==> src/rtl/parser_input_arbiter.sv <==
// parser_input_arbiter
// Packet-granular round-robin arbiter that shares the 32-bit parser receive
// port among NUM_SRC upstream packet sources. A grant is held from the header
// word to the last word, so packets never interleave. A stall watchdog injects
// a terminating last word when the granted source goes quiet mid-packet, so the
// parser always returns to its idle state.
//
// Build option: define PARSER_ARB_PRIO_EN to make source 0 strict-priority.
// Round-robin then covers sources 1..NUM_SRC-1 only. Without the macro, all
// sources share one round-robin ring.
module parser_input_arbiter #(
   parameter int NUM_SRC = 4,   // number of upstream sources, 2..16
   parameter int TIMEOUT = 64,  // mid-packet stall cycles before abort, 0 = off
   parameter int CNT_W   = 8    // watchdog counter width, TIMEOUT < 2**CNT_W
) (
   input  logic                       clk,
   input  logic                       reset_b,
   input  logic [NUM_SRC*32-1:0]      src_data,
   input  logic [NUM_SRC-1:0]         src_val,
   input  logic [NUM_SRC-1:0]         src_last,
   output logic [NUM_SRC-1:0]         src_ready,
   output logic [31:0]                dataIn,
   output logic                       dataIn_val,
   input  logic                       dataIn_ready,
   output logic                       dataIN_last,
   output logic [$clog2(NUM_SRC)-1:0] grant_id,
   output logic                       busy,
   output logic                       abort_pulse
);

   localparam int ID_W = $clog2(NUM_SRC);
   localparam logic [CNT_W-1:0] TIMEOUT_CNT = CNT_W'(TIMEOUT);
   localparam logic [CNT_W-1:0] CNT_MAX     = '1;

`ifdef PARSER_ARB_PRIO_EN
   // Source 0 is served outside the ring; it never enters the rotation.
   localparam logic [NUM_SRC-1:0] RR_ELIGIBLE = ~(NUM_SRC'(1));
`else
   localparam logic [NUM_SRC-1:0] RR_ELIGIBLE = '1;
`endif

   typedef enum logic [1:0] {
      IDLE  = 2'd0,
      PASS  = 2'd1,
      ABORT = 2'd2
   } arbState_t;

   arbState_t         stateReg,    stateNext;
   logic [ID_W-1:0]   rrPtrReg,    rrPtrNext;
   logic [ID_W-1:0]   grantIdReg,  grantIdNext;
   logic [CNT_W-1:0]  stallCntReg, stallCntNext;

   // Unpacked view of the flat source bus.
   logic [31:0]       srcWord [NUM_SRC];
   // One-hot decode of the current grant.
   logic [NUM_SRC-1:0] grantOneHot;

   // Granted-source views used by the pass-through path.
   logic [31:0]       gWord;
   logic              gVal;
   logic              gLast;

   // Arbitration results.
   logic              rrFound;
   logic [ID_W-1:0]   rrIdx;
   logic              prioHit;
   logic              grantValid;
   logic [ID_W-1:0]   grantPick;
   logic              rrUpdate;
   int                cand;

   generate
      for (genvar gi = 0; gi < NUM_SRC; gi++) begin : g_src
         assign srcWord[gi]     = src_data[32*gi +: 32];
         assign grantOneHot[gi] = (grantIdReg == ID_W'(gi));
      end
   endgenerate

   assign gWord = srcWord[grantIdReg];
   assign gVal  = src_val[grantIdReg];
   assign gLast = src_last[grantIdReg];

`ifdef PARSER_ARB_PRIO_EN
   assign prioHit  = src_val[0];
   // Grants to the priority source leave the ring position untouched.
   assign rrUpdate = (grantIdReg != '0);
`else
   assign prioHit  = 1'b0;
   assign rrUpdate = 1'b1;
`endif

   // Round-robin search: first eligible requester after rrPtrReg, wrapping.
   always_comb begin
      rrFound = 1'b0;
      rrIdx   = '0;
      cand    = 0;
      for (int k = 1; k <= NUM_SRC; k++) begin
         cand = int'(rrPtrReg) + k;
         if (cand >= NUM_SRC) begin
            cand = cand - NUM_SRC;
         end
         if (!rrFound && src_val[ID_W'(cand)] && RR_ELIGIBLE[ID_W'(cand)]) begin
            rrFound = 1'b1;
            rrIdx   = ID_W'(cand);
         end
      end
   end

   // Final pick: the priority source (when enabled) beats the ring.
   always_comb begin
      grantValid = prioHit | rrFound;
      grantPick  = prioHit ? '0 : rrIdx;
   end

   // Next-state, counters and parser-side outputs; idle values assigned first.
   always_comb begin
      stateNext    = stateReg;
      rrPtrNext    = rrPtrReg;
      grantIdNext  = grantIdReg;
      stallCntNext = stallCntReg;
      dataIn       = '0;
      dataIn_val   = 1'b0;
      dataIN_last  = 1'b0;
      src_ready    = '0;
      busy         = 1'b0;
      abort_pulse  = 1'b0;

      case (stateReg)
         IDLE: begin
            if (grantValid) begin
               grantIdNext  = grantPick;
               stallCntNext = '0;
               stateNext    = PASS;
            end
         end

         PASS: begin
            busy        = 1'b1;
            dataIn      = gWord;
            dataIn_val  = gVal;
            dataIN_last = gLast;
            src_ready   = grantOneHot & {NUM_SRC{dataIn_ready}};
            if (gVal && dataIn_ready) begin
               // Word accepted: the source is alive, restart the watchdog.
               stallCntNext = '0;
               if (gLast) begin
                  stateNext = IDLE;
                  if (rrUpdate) begin
                     rrPtrNext = grantIdReg;
                  end
               end
            end else if (!gVal) begin
               // Source starvation mid-packet; parser backpressure never counts.
               if (stallCntReg != CNT_MAX) begin
                  stallCntNext = stallCntReg + 1'b1;
               end
               if ((TIMEOUT != 0) && (stallCntNext == TIMEOUT_CNT)) begin
                  stateNext = ABORT;
               end
            end
         end

         ABORT: begin
            // Synthetic zero last word closes the parser's frame.
            busy        = 1'b1;
            dataIn_val  = 1'b1;
            dataIN_last = 1'b1;
            if (dataIn_ready) begin
               abort_pulse = 1'b1;
               stateNext   = IDLE;
               if (rrUpdate) begin
                  rrPtrNext = grantIdReg;
               end
            end
         end

         default: begin
            stateNext = IDLE;
         end
      endcase
   end

   // State, ring pointer, grant and watchdog registers.
   always_ff @(posedge clk or negedge reset_b) begin
      if (!reset_b) begin
         stateReg    <= IDLE;
         rrPtrReg    <= ID_W'(NUM_SRC - 1);
         grantIdReg  <= '0;
         stallCntReg <= '0;
      end else begin
         stateReg    <= stateNext;
         rrPtrReg    <= rrPtrNext;
         grantIdReg  <= grantIdNext;
         stallCntReg <= stallCntNext;
      end
   end

   assign grant_id = grantIdReg;

endmodule

==> config.mk <==
export PLATFORM = sky130hd
export DESIGN_NAME = parser_input_arbiter
export DESIGN_NICKNAME = d
export VERILOG_FILES = /design/src/rtl/parser_input_arbiter.sv
export SDC_FILE = /design/constraint.sdc
export NUM_CORES = 1
export LEC_CHECK = 0
export ABC_AREA = 1
export CELL_PAD_IN_SITES_DETAIL_PLACEMENT = 1
export CELL_PAD_IN_SITES_GLOBAL_PLACEMENT = 2
export CORE_MARGIN = 4
export CORE_UTILIZATION = 15
export CTS_BUF_LIST = sky130_fd_sc_hd__clkbuf_16
export DETAILED_ROUTE_END_ITERATION = 10
export PLACE_DENSITY_LB_ADDON = 0.1
export SYNTH_ARGS = -nofsm -noshare
export SYNTH_HDL_FRONTEND = slang
export SYNTH_SLANG_ARGS = --single-unit
==> constraint.sdc <==
create_clock -name clk -period 4.1 [get_ports clk]
set_input_delay 0.82 -clock clk [delete_from_list [all_inputs] [get_ports clk]]
set_output_delay 0.82 -clock clk [all_outputs]
set_load 0.05 [all_outputs]
# Word level (Yosys, flattened, before mapping)
# Index checks and enable logic that the tools add are counted.
[totals]
ff_bits = 14
in_bits = 139
[classes]
n_addsub = 9
magnitude_cmp = 10
n_eq_ne = 14
n_mux = 69
bitwise = 2
n_reduce_logical = 20
[op_table]
columns = ["cell", "count"]
rows = [
  ["$mux W32", 3],
  ["$bmux W32 S2", 1],
  ["$mux W8", 7],
  ["$mux W2", 17],
  ["$mux W1", 25],
  ["$bmux W1 S2", 10],
  ["$lt A2 B4 Y1 const B", 4],
  ["$pmux W8 S2", 1],
  ["$ge A3 B3 Y1 const B", 4],
  ["$ne A3 B3 Y1 const B", 3],
  ["$add A8 B1 Y8 const B", 1],
  ["$eq A8 B7 Y1 const B", 1],
  ["$logic_and A1 B1 Y1", 8],
  ["$ne A2 B2 Y1 const B", 4],
  ["$ne A8 B8 Y1 const B", 1],
  ["$sub A2 B1 Y2 const B", 4],
  ["$add A2 B2 Y3 const B", 2],
  ["$eq A2 B2 Y1 const B", 3],
  ["$pmux W2 S3", 1],
  ["$reduce_and A5 Y1", 1],
  ["$add A2 B3 Y4 const B", 1],
  ["$and A4 B4 Y4", 1],
  ["$eq A2 B1 Y1 const B", 2],
  ["$ge A4 B3 Y1 const B", 1],
  ["other kinds (13)", 18],
]

# Depth between registers and ports, before layout
# Gate-level depths: netlist (run 1).
[logic_depth]
depth_word = 22
depth_mapped = 14
depth_no_buf = 13

# Least setup slack after synthesis (run 1)
# Ideal clock, no wire load.
[synth_path]
path_type = "reg-to-output"
start = "reg grantIdReg[1] (netlist: grant_id[1])"
end = "out dataIn[10]"
t_arrival_ps = 2224
required_ps = 3280
path_slack_ps = 1056
stages_incl_launch_ff = 6
path_cell_list = "dfrtp_1 > nand2_1 > inv_2 > clkbuf_1 > a22oi_1 > a21oi_1"
[synth_between]
elab_chain_len = 5
[synth_lines]
columns = ["element", "line", "rtl"]
rows = [
  ["start, declared", "50", "logic [ID_W-1:0] grantIdReg, grantIdNext;"],
  ["start signal, assigned", "193", "grantIdReg <= grantIdNext;"],
  ["$not A2 Y3 (not written as such)", "79", "assign gWord = srcWord[grantIdReg];"],
  ["$bmux W32 S2", "79", ""],
  ["$mux W32 (not written as such) (2 in a row)", "79", ""],
  ["$mux W32", "128", "case (stateReg)"],
  ["end, declared", "22", "output logic [31:0] dataIn,"],
]
# No other way between the ends. The select of a mux whose other input is x is not followed.

# Final worst setup path (run 1)
[layout_path]
start = "reg grantIdReg[1] (netlist: grant_id[1])"
end = "out dataIn[26]"
# Same word-level chain as after synthesis.

==> results of run 1 <==
## cells by family (layout without fill, tap and decap cells)
| group | count (synthesis) | after routing | share of synthesized area (%) |
|---|---|---|---|
| simple gates | 139 | 139 | 30.8 |
| compound gates | 119 | 119 | 39.0 |
| buf+inv | 44 | 213 | 9.70 |
| flops | 14 | 14 | 17.2 |
| fa+ha+maj | 4 | 4 | 2.44 |
| xor+xnor | 2 | 2 | 0.854 |
| other cells | 0 | 2 | 0 |
## cell type report
type | count | area [µm²]
Fill cell | 1628 | 9220
Timing Repair Buffer | 183 | 1820
Multi-Input combinational cell | 264 | 1500
Sequential cell | 14 | 353
Tap cell | 176 | 220
Inverter | 26 | 100
Clock buffer | 3 | 75.1
Antenna cell | 2 | 5.00
Clock inverter | 1 | 3.75
## how the worst min path moves through the flow
| stage | end | cells after the start |
|---|---|---|
| finish | stateReg[0]$_DFFE_PN0P_ | 2 |
| global route | rrPtrReg[1]$_DFFE_PN1P_ | 2 |
| CTS | stateReg[0]$_DFFE_PN0P_ | 2 |
| detailed placement | stateReg[0]$_DFFE_PN0P_ | 2 |
| global placement | stateReg[1]$_DFFE_PN0P_ | 2 |
| floorplan | stateReg[1]$_DFFE_PN0P_ | 2 |
## cell usage in the layout, fill, tap and decap left out, types with 2 or more instances in the layout
| cell type | synthesis | routed |
|---|---|---|
| clkdlybuf4s50_1 | 0 | 178 |
| nand2_1 | 82 | 82 |
| a22oi_1 | 64 | 64 |
| a21oi_1 | 33 | 33 |
| inv_1 | 20 | 20 |
| nand3_1 | 17 | 17 |
| nor2_1 | 15 | 15 |
| dfrtp_1 | 12 | 12 |
| nand2_2 | 10 | 10 |
| o21ai_2 | 8 | 8 |
| nor2_2 | 7 | 7 |
| o21ai_1 | 6 | 6 |
| buf_4 | 0 | 5 |
| inv_2 | 4 | 4 |
| o21ai_0 | 4 | 4 |
| ha_1 | 4 | 4 |
| clkbuf_16 | 0 | 3 |
| diode_2 | 0 | 2 |
| nand4_1 | 2 | 2 |
| o211ai_1 | 2 | 2 |
| clkinv_1 | 1 | 2 |
| dfstp_2 | 2 | 2 |
## per-stage QoR
stage | power, mW | instance area [µm²] | hold slack [ns] | worst slack, ns | utilization, %
2_1_floorplan | 1.85 | 2050 | 0.466 | 1.06 | -
3_3_place_gp | 2.60 | 3990 | 0.490 | 0.778 | 30.0
3_5_place_dp | 2.60 | 3990 | 0.507 | 0.796 | 30.0
4_1_cts | 2.81 | 4070 | 0.521 | 0.611 | 30.6
5_1_grt | 2.97 | 4080 | 0.557 | 0.432 | 30.7
6_report | 2.76 | 4080 | 0.511 | 0.635 | 30.7
## tightest hold or removal path, delay by kind of cell (launching register included)
| kind | cells | cell delay [ns] |
|---|---|---|
| flops | 1 | 0.37 |
| simple gates | 2 | 0.11 |
## where the power goes
group	leakage [nW]	internal, mW	switching, mW
clock	0.0385	0.129	0.0612
sequential	0.181	0.184	0.0574
combinational	1.35	0.770	1.56
## sequential cells by signal, indices dropped and copies added (netlist names)
name and flops:
stallCntReg 8, grant_id 2, rrPtrReg 2, stateReg 2
## metal layers
layer | part of all wire [%] | global-route usage (%) | wire, µm | vias up
li1 | - | - | - | 1484
met2 | 54 | 28.5 | 6650 | 85
met1 | 38 | 16.8 | 4760 | 1404
met3 | 6.3 | 4.42 | 781 | 10
met5 | 0 | 0 | 0 | -
met4 | 1.6 | 3.76 | 199 | 0
==> summary.txt, run 1 <==
Run status
  – Status: completed

Global routing
  – Initial antenna violation count: 2
  – First-pass GRT wire length: 18900 µm
  – Largest net degree at the start of global routing: 35
  – Tot GR Track Use: 15.2%
  – GR Overflow Total: 0
  – Vias in the first global route: 3317

Setup path
  – Slowest cell on crit path: clkdlybuf4s50_1
  – CP max stage delay: 0.86 ns
  – Buffer and inverter count on the worst path: 2
  – Reg2reg end: stateReg[1]$_DFFE_PN0P_
  – Startpoint Class: register
  – CP Capture Type: output port
  – FF-to-FF path depth: 12
  – Setup slack, reg-to-reg: 1.97 ns
  – Crit path DAT: 2.65 ns
  – Critical Path Start: grant_id[1]$_DFFE_PN0P_
  – Data required time of the critical path: 3.28 ns
  – Setup CP Type: register to output port
  – CP Depth: 5
  – FF-to-FF Start: grant_id[0]$_DFFE_PN0P_
  – Critical path peak fanout: 33
  – Setup crit end: dataIn[26]
  – Top Family by Delay on Critical Path: buffers and inverters
  – Cell Chain, Critical Path: nand2_1 -> inv_2 -> a22oi_1 -> a21oi_1 -> clkdlybuf4s50_1

Final layout
  – Finished Layout Cells: 669
  – Final net count: 635
  – Area Overhead vs Synth: 98.7%
  – Share of layout cells above drive strength 1: 9.16%

Place
  – Gpl congestion: 0.776
  – DP Cell Count: 663
  – IO buf count: 180
  – Hpwl dp: 10200 µm

Power
  – Pwr dens: 677 nW/µm²
  – P_leak: 1.57 nW
  – Worst vdd rail ir drop: 0.236 mV

Floorplanning
  – Io pins: 181
  – Initial cell density of the core: 15.4%
  – Num rows: 42
  – Die area: 15600 µm²
  – Die Span Y: 125 µm
  – Core area: 13300 µm²
  – DIE WIDTH: 125 µm

Flow run
  – Max_cap viols: 0

Timing
  – Fin crit share: 84.5%
  – TNS Setup: 0 ns
  – Final setup fails: 0
  – Clock skew: 0.00266 ns
  – Final hold violations: 0
  – Slew headroom: 52.1%
  – RSZ-0062 raised after global routing: false
  – Upper clock frequency limit: 289 MHz
  – Slew Viols, Final: 0
  – Post-layout min period: 3.47 ns
  – Worst slew pin tran: 0.717 ns

CTS
  – Post-CTS Setup Bufs: 0
  – CTS root buf: clkbuf_16
  – Clk pin slew, worst setup/hold paths: 0.05 ns
  – Post-cts resize count: 0
  – Number of hold buffers added after cts: 0
  – Num Clock Sinks: 14
  – Clock buffer depth: 2
  – TritonCTS Buffers: 3
  – Skew-Pair Late Insertion Delay: 0.25 ns
  – H-tree levels: 1
  – TritonCTS clock tree: yes

Yosys
  – Register area share after synthesis: 17.2%
  – Synth Area per Inst: 6.37 µm²
  – Syn Nets: 465
  – Synth Flop Type: dfrtp_1
  – Area leader, netlist: a22oi_1
  – Synth top cells by count: nand2_1 (82), a22oi_1 (64), a21oi_1 (33), inv_1 (20), nand3_1 (17)
  – Top area cells in the synthesized netlist: a22oi_1 (23%), nand2_1 (15%), dfrtp_1 (15%)
  – Synth top area share: 23.4%
  – Most common cell in the synthesized netlist: nand2_1
  – Post-Syn Area: 2050 µm²
  – Yosys warnings: 0
  – Synth async-reset ratio: 100%
  – EDFF count, synth: 0
  – Unique masters post-synth: 32
  – Yosys reg bits: 14
  – Gate Count Post-Synth: 322

Routing
  – Routed WL per cell: 18.5 µm
  – Iteration-0 DRC Markers: 113
  – Via-to-Cell Ratio: 4.46
  – First-pass DRT Iterations: 4
  – Final wirelength: 12400 µm
  – DR vias: 2983
  – # DRC: 0
  – Final ANT Viol Nets: 0

Hold path
  – Hold_sp: stateReg[0]$_DFFE_PN0P_
  – Hold Crit Class: register to register
Note: power is estimated with default switching activity, not from simulation.
==> run 2, diff against run 1 <==
--- a/config.mk
+++ b/config.mk
@@ -9,7 +9,7 @@
 export CELL_PAD_IN_SITES_DETAIL_PLACEMENT = 1
 export CELL_PAD_IN_SITES_GLOBAL_PLACEMENT = 2
 export CORE_MARGIN = 4
-export CORE_UTILIZATION = 15
+export CORE_UTILIZATION = 14
 export CTS_BUF_LIST = sky130_fd_sc_hd__clkbuf_16
 export DETAILED_ROUTE_END_ITERATION = 10
 export PLACE_DENSITY_LB_ADDON = 0.1
==> constraint.sdc (replaced) <==
create_clock -name clk -period 3.3 [get_ports clk]
set_input_delay 0.66 -clock clk [delete_from_list [all_inputs] [get_ports clk]]
set_output_delay 0.66 -clock clk [all_outputs]
set_load 0.05 [all_outputs]
==> run 2 against run 1 <==
Net effect:
- sequential share of layout area down 0.72 points
- cell count grew 0.75%
- flip-flop and latch count unchanged
- register-to-register slack worse by 0.80 ns
- cell area increased by 9.1%
- combinational power is 48% higher
- global-route usage fell by 0.56 points
- worst setup slack worse by 0.072 ns
- sequential power is 26% higher
- die area up 6.7%
- via count is 0.80% higher
- clock power is 20% higher
- critical endpoint is now dataIn[17]
- largest cell class unchanged
- largest power group unchanged
==> summary.txt, run 2 (synthesis gave the netlist of run 1 again) <==
CTS
  – Clk pin slew, worst setup/hold paths: 0.05 ns
  – CTS root buf: clkbuf_16
  – Post-cts resize count: 0
  – Clock buffer depth: 2
  – Post-CTS Setup Bufs: 0
  – Num Clock Sinks: 14
  – H-tree levels: 1
  – TritonCTS clock tree: yes
  – Number of hold buffers added after cts: 0
  – TritonCTS Buffers: 3
  – Skew-Pair Late Insertion Delay: 0.24 ns

Timing
  – Clock skew: 0.00493 ns
  – Slew Viols, Final: 0
  – TNS Setup: 0 ns
  – Worst slew pin tran: 0.729 ns
  – Final setup fails: 0
  – Slew headroom: 51.2%
  – Upper clock frequency limit: 365 MHz
  – Hold_ws: 0.507 ns
  – RSZ-0062 raised after global routing: false
  – Final hold violations: 0
  – Post-layout min period: 2.74 ns
  – Fin crit share: 82.9%

Power
  – Internal Power: 1.76 mW
  – Clk pwr share: 5.8%
  – Net Sw Frac: 55.9%
  – Pwr dens: 895 nW/µm²
  – Tot Pwr: 3.98 mW
  – Combinational share of power: 86.6%
  – Net switching power: 2.22 mW
  – P_leak: 1.77 nW
  – Flop pwr share: 7.7%
  – Worst vdd rail ir drop: 0.337 mV

Floorplanning
  – DIE WIDTH: 129 µm
  – Io pins: 181
  – Die Span Y: 129 µm
  – Num rows: 43
  – Die area: 16600 µm²
  – Core area: 14100 µm²
  – Initial cell density of the core: 14.5%

Setup path
  – FF-to-FF Start: grant_id[1]$_DFFE_PN0P_
  – Data required time of the critical path: 2.64 ns
  – Setup CP Type: register to output port
  – CP Capture Type: output port
  – CP max stage delay: 0.52 ns
  – Cell Chain, Critical Path: nand2_1 -> inv_2 -> buf_12 -> a22oi_1 -> a21oi_1 -> buf_12
  – Critical path peak fanout: 18
  – Startpoint Class: register
  – FF-to-FF path depth: 11
  – Crit path DAT: 2.08 ns
  – Setup slack, reg-to-reg: 1.17 ns
  – Reg2reg end: rrPtrReg[1]$_DFFE_PN1P_
  – Top Family by Delay on Critical Path: buffers and inverters
  – Buffer and inverter count on the worst path: 3
  – Slowest cell on crit path: dfrtp_1
  – Most frequent CP cell: buf_12

Final layout
  – # fillers: 1710
  – Antenna cells: 0
  – Share of layout cells above drive strength 1: 17.0%
  – Most frequent cells in the layout: clkdlybuf4s50_1 (142), nand2_1 (82), a22oi_1 (64)
  – Area Overhead vs Synth: 117%
  – Finished Layout Cells: 674
  – Top reg by flops: stallCntReg
  – Fin area: 4450 µm²
  – Final net count: 638
  – Largest register FFs: 8
  – Commonest non-fill, non-tap cell in the layout: clkdlybuf4s50_1

Run status
  – Status: completed

Global routing
  – Vias in the first global route: 3294
  – GR Overflow Total: 0
  – Initial antenna violation count: 0
  – Largest net degree at the start of global routing: 37
  – First-pass GRT wire length: 18800 µm
  – Tot GR Track Use: 14.6%

Place
  – DP Cell Count: 670
  – IO buf count: 180
  – Hpwl dp: 10800 µm
  – Post-DP Area: 4370 µm²
  – Gpl congestion: 0.746

Routing
  – Routed WL per cell: 19.1 µm
  – First-pass DRT Iterations: 4
  – # DRC: 0
  – Final ANT Viol Nets: 0
  – Final wirelength: 12900 µm
  – Iteration-0 DRC Markers: 94
  – Via-to-Cell Ratio: 4.46
  – DR vias: 3007

Flow run
  – Max_cap viols: 0

Hold path
  – Hold Path Depth: 2
  – Hold_sp: stateReg[0]$_DFFE_PN0P_
  – Worst Hold Path EP: stateReg[0]$_DFFE_PN0P_
  – Hold Crit Class: register to register
-- run 2: cell types whose count changed in the layout (fill, tap and decap cells not counted) --
| cell | before | now |
|---|---|---|
| clkinv_1 | 2 | 1 |
| inv_1 | 20 | 21 |
| clkdlybuf4s50_1 | 178 | 142 |
| diode_2 | 2 | 0 |
| buf_4 | 5 | 9 |
| buf_12 | 0 | 35 |
-- run 2: tightest hold or removal path, cell delays in order (launching register included) --
cell,delay [ns]
dfrtp_1,0.36
nand2_1,0.06
nand2_1,0.05
-- run 2: routing by layer --
metal / global-route usage [%] / vias to the layer above / part of all wire [%]
li1: - / 1485 / -
met1: 15.8 / 1420 / 36
met2: 28.7 / 94 / 57
met3: 4.16 / 8 / 6.3
met4: 1.85 / 0 / 1.1
met5: 0 / - / 0
-- run 2: worst max-delay path by stage --
stage / from / endpoint / slack, ns / cells after the start
2_1_floorplan: grant_id[1]$_DFFE_PN0P_ / dataIn[10] / 0.42 / 5
3_3_place_gp: dataIn_ready / abort_pulse / 0.57 / 4
3_5_place_dp: dataIn_ready / abort_pulse / 0.57 / 4
4_1_cts: grant_id[0]$_DFFE_PN0P_ / dataIn[17] / 0.51 / 7
5_1_grt: grant_id[0]$_DFFE_PN0P_ / dataIn[27] / 0.40 / 7
6_report: grant_id[1]$_DFFE_PN0P_ / dataIn[17] / 0.56 / 6
-- run 2: final cells by class --
| class | count | area, µm² | area share (%) |
|---|---|---|---|
| inverter | 26 | 100 | 2.25 |
| multi-input combinational | 264 | 1500 | 33.7 |
| tap | 180 | 225 | 5.07 |
| clock inverter | 1 | 3.75 | 0.0844 |
| clock buffer | 3 | 75.1 | 1.69 |
| sequential | 14 | 353 | 7.94 |
| timing repair buffer | 186 | 2190 | 49.3 |
-- run 2: power groups by stage --
stage | sequential, mW | combinational, mW | clock (mW)
3_3_place_gp | 0.308 | 3.48 | 0
4_1_cts | 0.306 | 3.51 | 0.240
5_1_grt | 0.316 | 3.71 | 0.247
6_report | 0.304 | 3.44 | 0.230
2_1_floorplan | 0.316 | 1.98 | 0
3_5_place_dp | 0.309 | 3.50 | 0
-- run 2: metrics by stage --
| step | utilization [%] | setup WS (ns) |
|---|---|---|
| after floorplan | - | 0.416 |
| after global placement | 31.0 | 0.569 |
| after detailed placement | 31.0 | 0.570 |
| after CTS | 31.5 | 0.506 |
| after global routing | 31.5 | 0.395 |
| final | 31.5 | 0.563 |
==> run 3, diff against run 2 <==
==> constraint.sdc (replaced) <==
create_clock -name clk -period 2.7 [get_ports clk]
set_input_delay 0.54 -clock clk [delete_from_list [all_inputs] [get_ports clk]]
set_output_delay 0.54 -clock clk [all_outputs]
set_load 0.05 [all_outputs]
==> run 3 against run 2 <==
Net effect:
- combinational power grew 30%
- die area unchanged
- hold slack improved by 0.0047 ns
- total power increased by 29%
- highest routed layer unchanged
==> summary.txt, run 3 (synthesis gave the netlist of run 1 again) <==
Timing
  – Clock skew: 0.00198 ns
  – Slew headroom: 52.1%
  – RSZ-0062 raised after global routing: false
  – Final setup fails: 0
  – Upper clock frequency limit: 401 MHz
  – Slew Viols, Final: 0
  – TNS Setup: 0 ns
  – Fin crit share: 92.3%
  – Post-layout min period: 2.49 ns
  – Final hold violations: 0
  – Worst slew pin tran: 0.716 ns

Power
  – Tot Pwr: 5.14 mW
  – Flop pwr share: 7.2%
  – Net Sw Frac: 55.3%
  – Clk pwr share: 5.6%
  – Pwr dens: 1100 nW/µm²
  – P_leak: 1.81 nW
  – Combinational share of power: 87.2%
  – Internal Power: 2.30 mW
  – Net switching power: 2.84 mW
  – Worst vdd rail ir drop: 0.340 mV

Routing
  – Routed WL per cell: 18.4 µm
  – Final wirelength: 12500 µm
  – First-pass DRT Iterations: 4
  – Iteration-0 DRC Markers: 75
  – DR vias: 3057
  – # DRC: 0
  – Final ANT Viol Nets: 0
  – Via-to-Cell Ratio: 4.50

Final layout
  – Final net count: 643
  – Fin area: 4660 µm²
  – Share of layout cells above drive strength 1: 24.0%
  – Largest register FFs: 8
  – # fillers: 1705
  – Antenna cells: 0
  – Commonest non-fill, non-tap cell in the layout: clkdlybuf4s50_1
  – Most frequent cells in the layout: clkdlybuf4s50_1 (141), nand2_1 (82), a22oi_1 (64)
  – Top reg by flops: stallCntReg
  – Area Overhead vs Synth: 127%

CTS
  – Post-cts resize count: 0
  – CTS root buf: clkbuf_16
  – Number of hold buffers added after cts: 0
  – Skew-Pair Late Insertion Delay: 0.25 ns
  – Post-CTS Setup Bufs: 0
  – Num Clock Sinks: 14
  – TritonCTS Buffers: 3
  – Clk pin slew, worst setup/hold paths: 0.05 ns
  – H-tree levels: 1
  – Clock buffer depth: 2
  – TritonCTS clock tree: yes

Floorplanning
  – Io pins: 181
  – Num rows: 43
  – Die area: 16600 µm²
  – Die Span Y: 129 µm
  – Initial cell density of the core: 14.5%
  – DIE WIDTH: 129 µm
  – Core area: 14100 µm²

Setup path
  – Setup slack, reg-to-reg: 0.80 ns
  – Startpoint Class: register
  – Critical Path Start: grant_id[0]$_DFFE_PN0P_
  – Crit path DAT: 1.95 ns
  – FF-to-FF Start: grant_id[1]$_DFFE_PN0P_
  – Buffer and inverter count on the worst path: 4
  – Critical path peak fanout: 16
  – Cell Chain, Critical Path: inv_2 -> nand2_1 -> inv_2 -> buf_4 -> a22oi_1 -> a21oi_2 -> buf_12
  – Top Family by Delay on Critical Path: buffers and inverters
  – Setup CP Type: register to output port
  – Data required time of the critical path: 2.16 ns
  – CP Capture Type: output port
  – Slowest cell on crit path: dfrtp_1
  – Most frequent CP cell: inv_2
  – CP max stage delay: 0.45 ns

Hold path
  – Hold_sp: stateReg[1]$_DFFE_PN0P_
  – Hold Crit Class: register to register

Global routing
  – Tot GR Track Use: 14.9%
  – GR Overflow Total: 0
  – First-pass GRT wire length: 19600 µm
  – Largest net degree at the start of global routing: 34
  – Vias in the first global route: 3415
  – Initial antenna violation count: 0

Run status
  – Status: completed

Place
  – Gpl congestion: 0.747
  – Hpwl dp: 10800 µm
  – Post-DP Area: 4580 µm²
  – IO buf count: 180

Flow run
  – Max_cap viols: 0
==> run 3: cell types whose count changed in the layout (fill, tap and decap cells not counted), sizes merged <==
cell	change
inv	-1
clkdlybuf4s50	-1
buf	+6
clkinv	+1
==> run 3: final timing paths <==
check,to,cells after the start
worst max-delay path,dataIn[5],7
min in group asynchronous,stallCntReg[6]$_DFFE_PN0P_,1
worst min register to register,stateReg[1]$_DFFE_PN0P_,2
max in group asynchronous,stallCntReg[7]$_DFFE_PN0P_,1
worst max register to register,stateReg[0]$_DFFE_PN0P_,11
worst min-delay path,stateReg[1]$_DFFE_PN0P_,2
==> run 3: tightest hold or removal path, stage by stage, from the launching register on <==
cell     delay [ns]
dfrtp_1        0.37
nand2_1        0.06
nand2_1        0.05
==> run 3: cell type report <==
class	instances	area, µm²	area share, %
clock buffer	3	75.1	1.61
multi-input combinational	264	1610	34.6
tap	180	225	4.84
timing repair buffer	191	2290	49.1
sequential	14	353	7.58
clock inverter	1	3.75	0.0806
inverter	26	100	2.15
==> run 3: metrics by stage <==
step           instances  utilization [%]  setup slack, ns  hold WS [ns]
2_1_floorplan        322                -            0.188         0.244
3_3_place_gp         675             32.5            0.366         0.499
3_5_place_dp         675             32.5            0.342         0.509
4_1_cts              679             33.0            0.183         0.519
5_1_grt              679             33.0           0.0570         0.532
6_report             679             33.0            0.209         0.511
==> run 3: layer usage <==
metal / vias up / global-route usage (%) / wire length (µm)
li1: 1499 / - / -
met4: 0 / 2.59 / 164
met1: 1435 / 17.6 / 4810
met2: 114 / 25.2 / 6160
met3: 9 / 7.09 / 1360
met5: - / 0 / 0
==> run 3: power by group through the flow <==
stage / Clock (mW) / Combinational [mW] / Sequential, mW
after floorplan: 0 / 2.59 / 0.386
after global routing: 0.307 / 4.84 / 0.383
after detailed placement: 0 / 4.55 / 0.373
final: 0.289 / 4.48 / 0.371
after global placement: 0 / 4.53 / 0.373
after CTS: 0.295 / 4.56 / 0.371
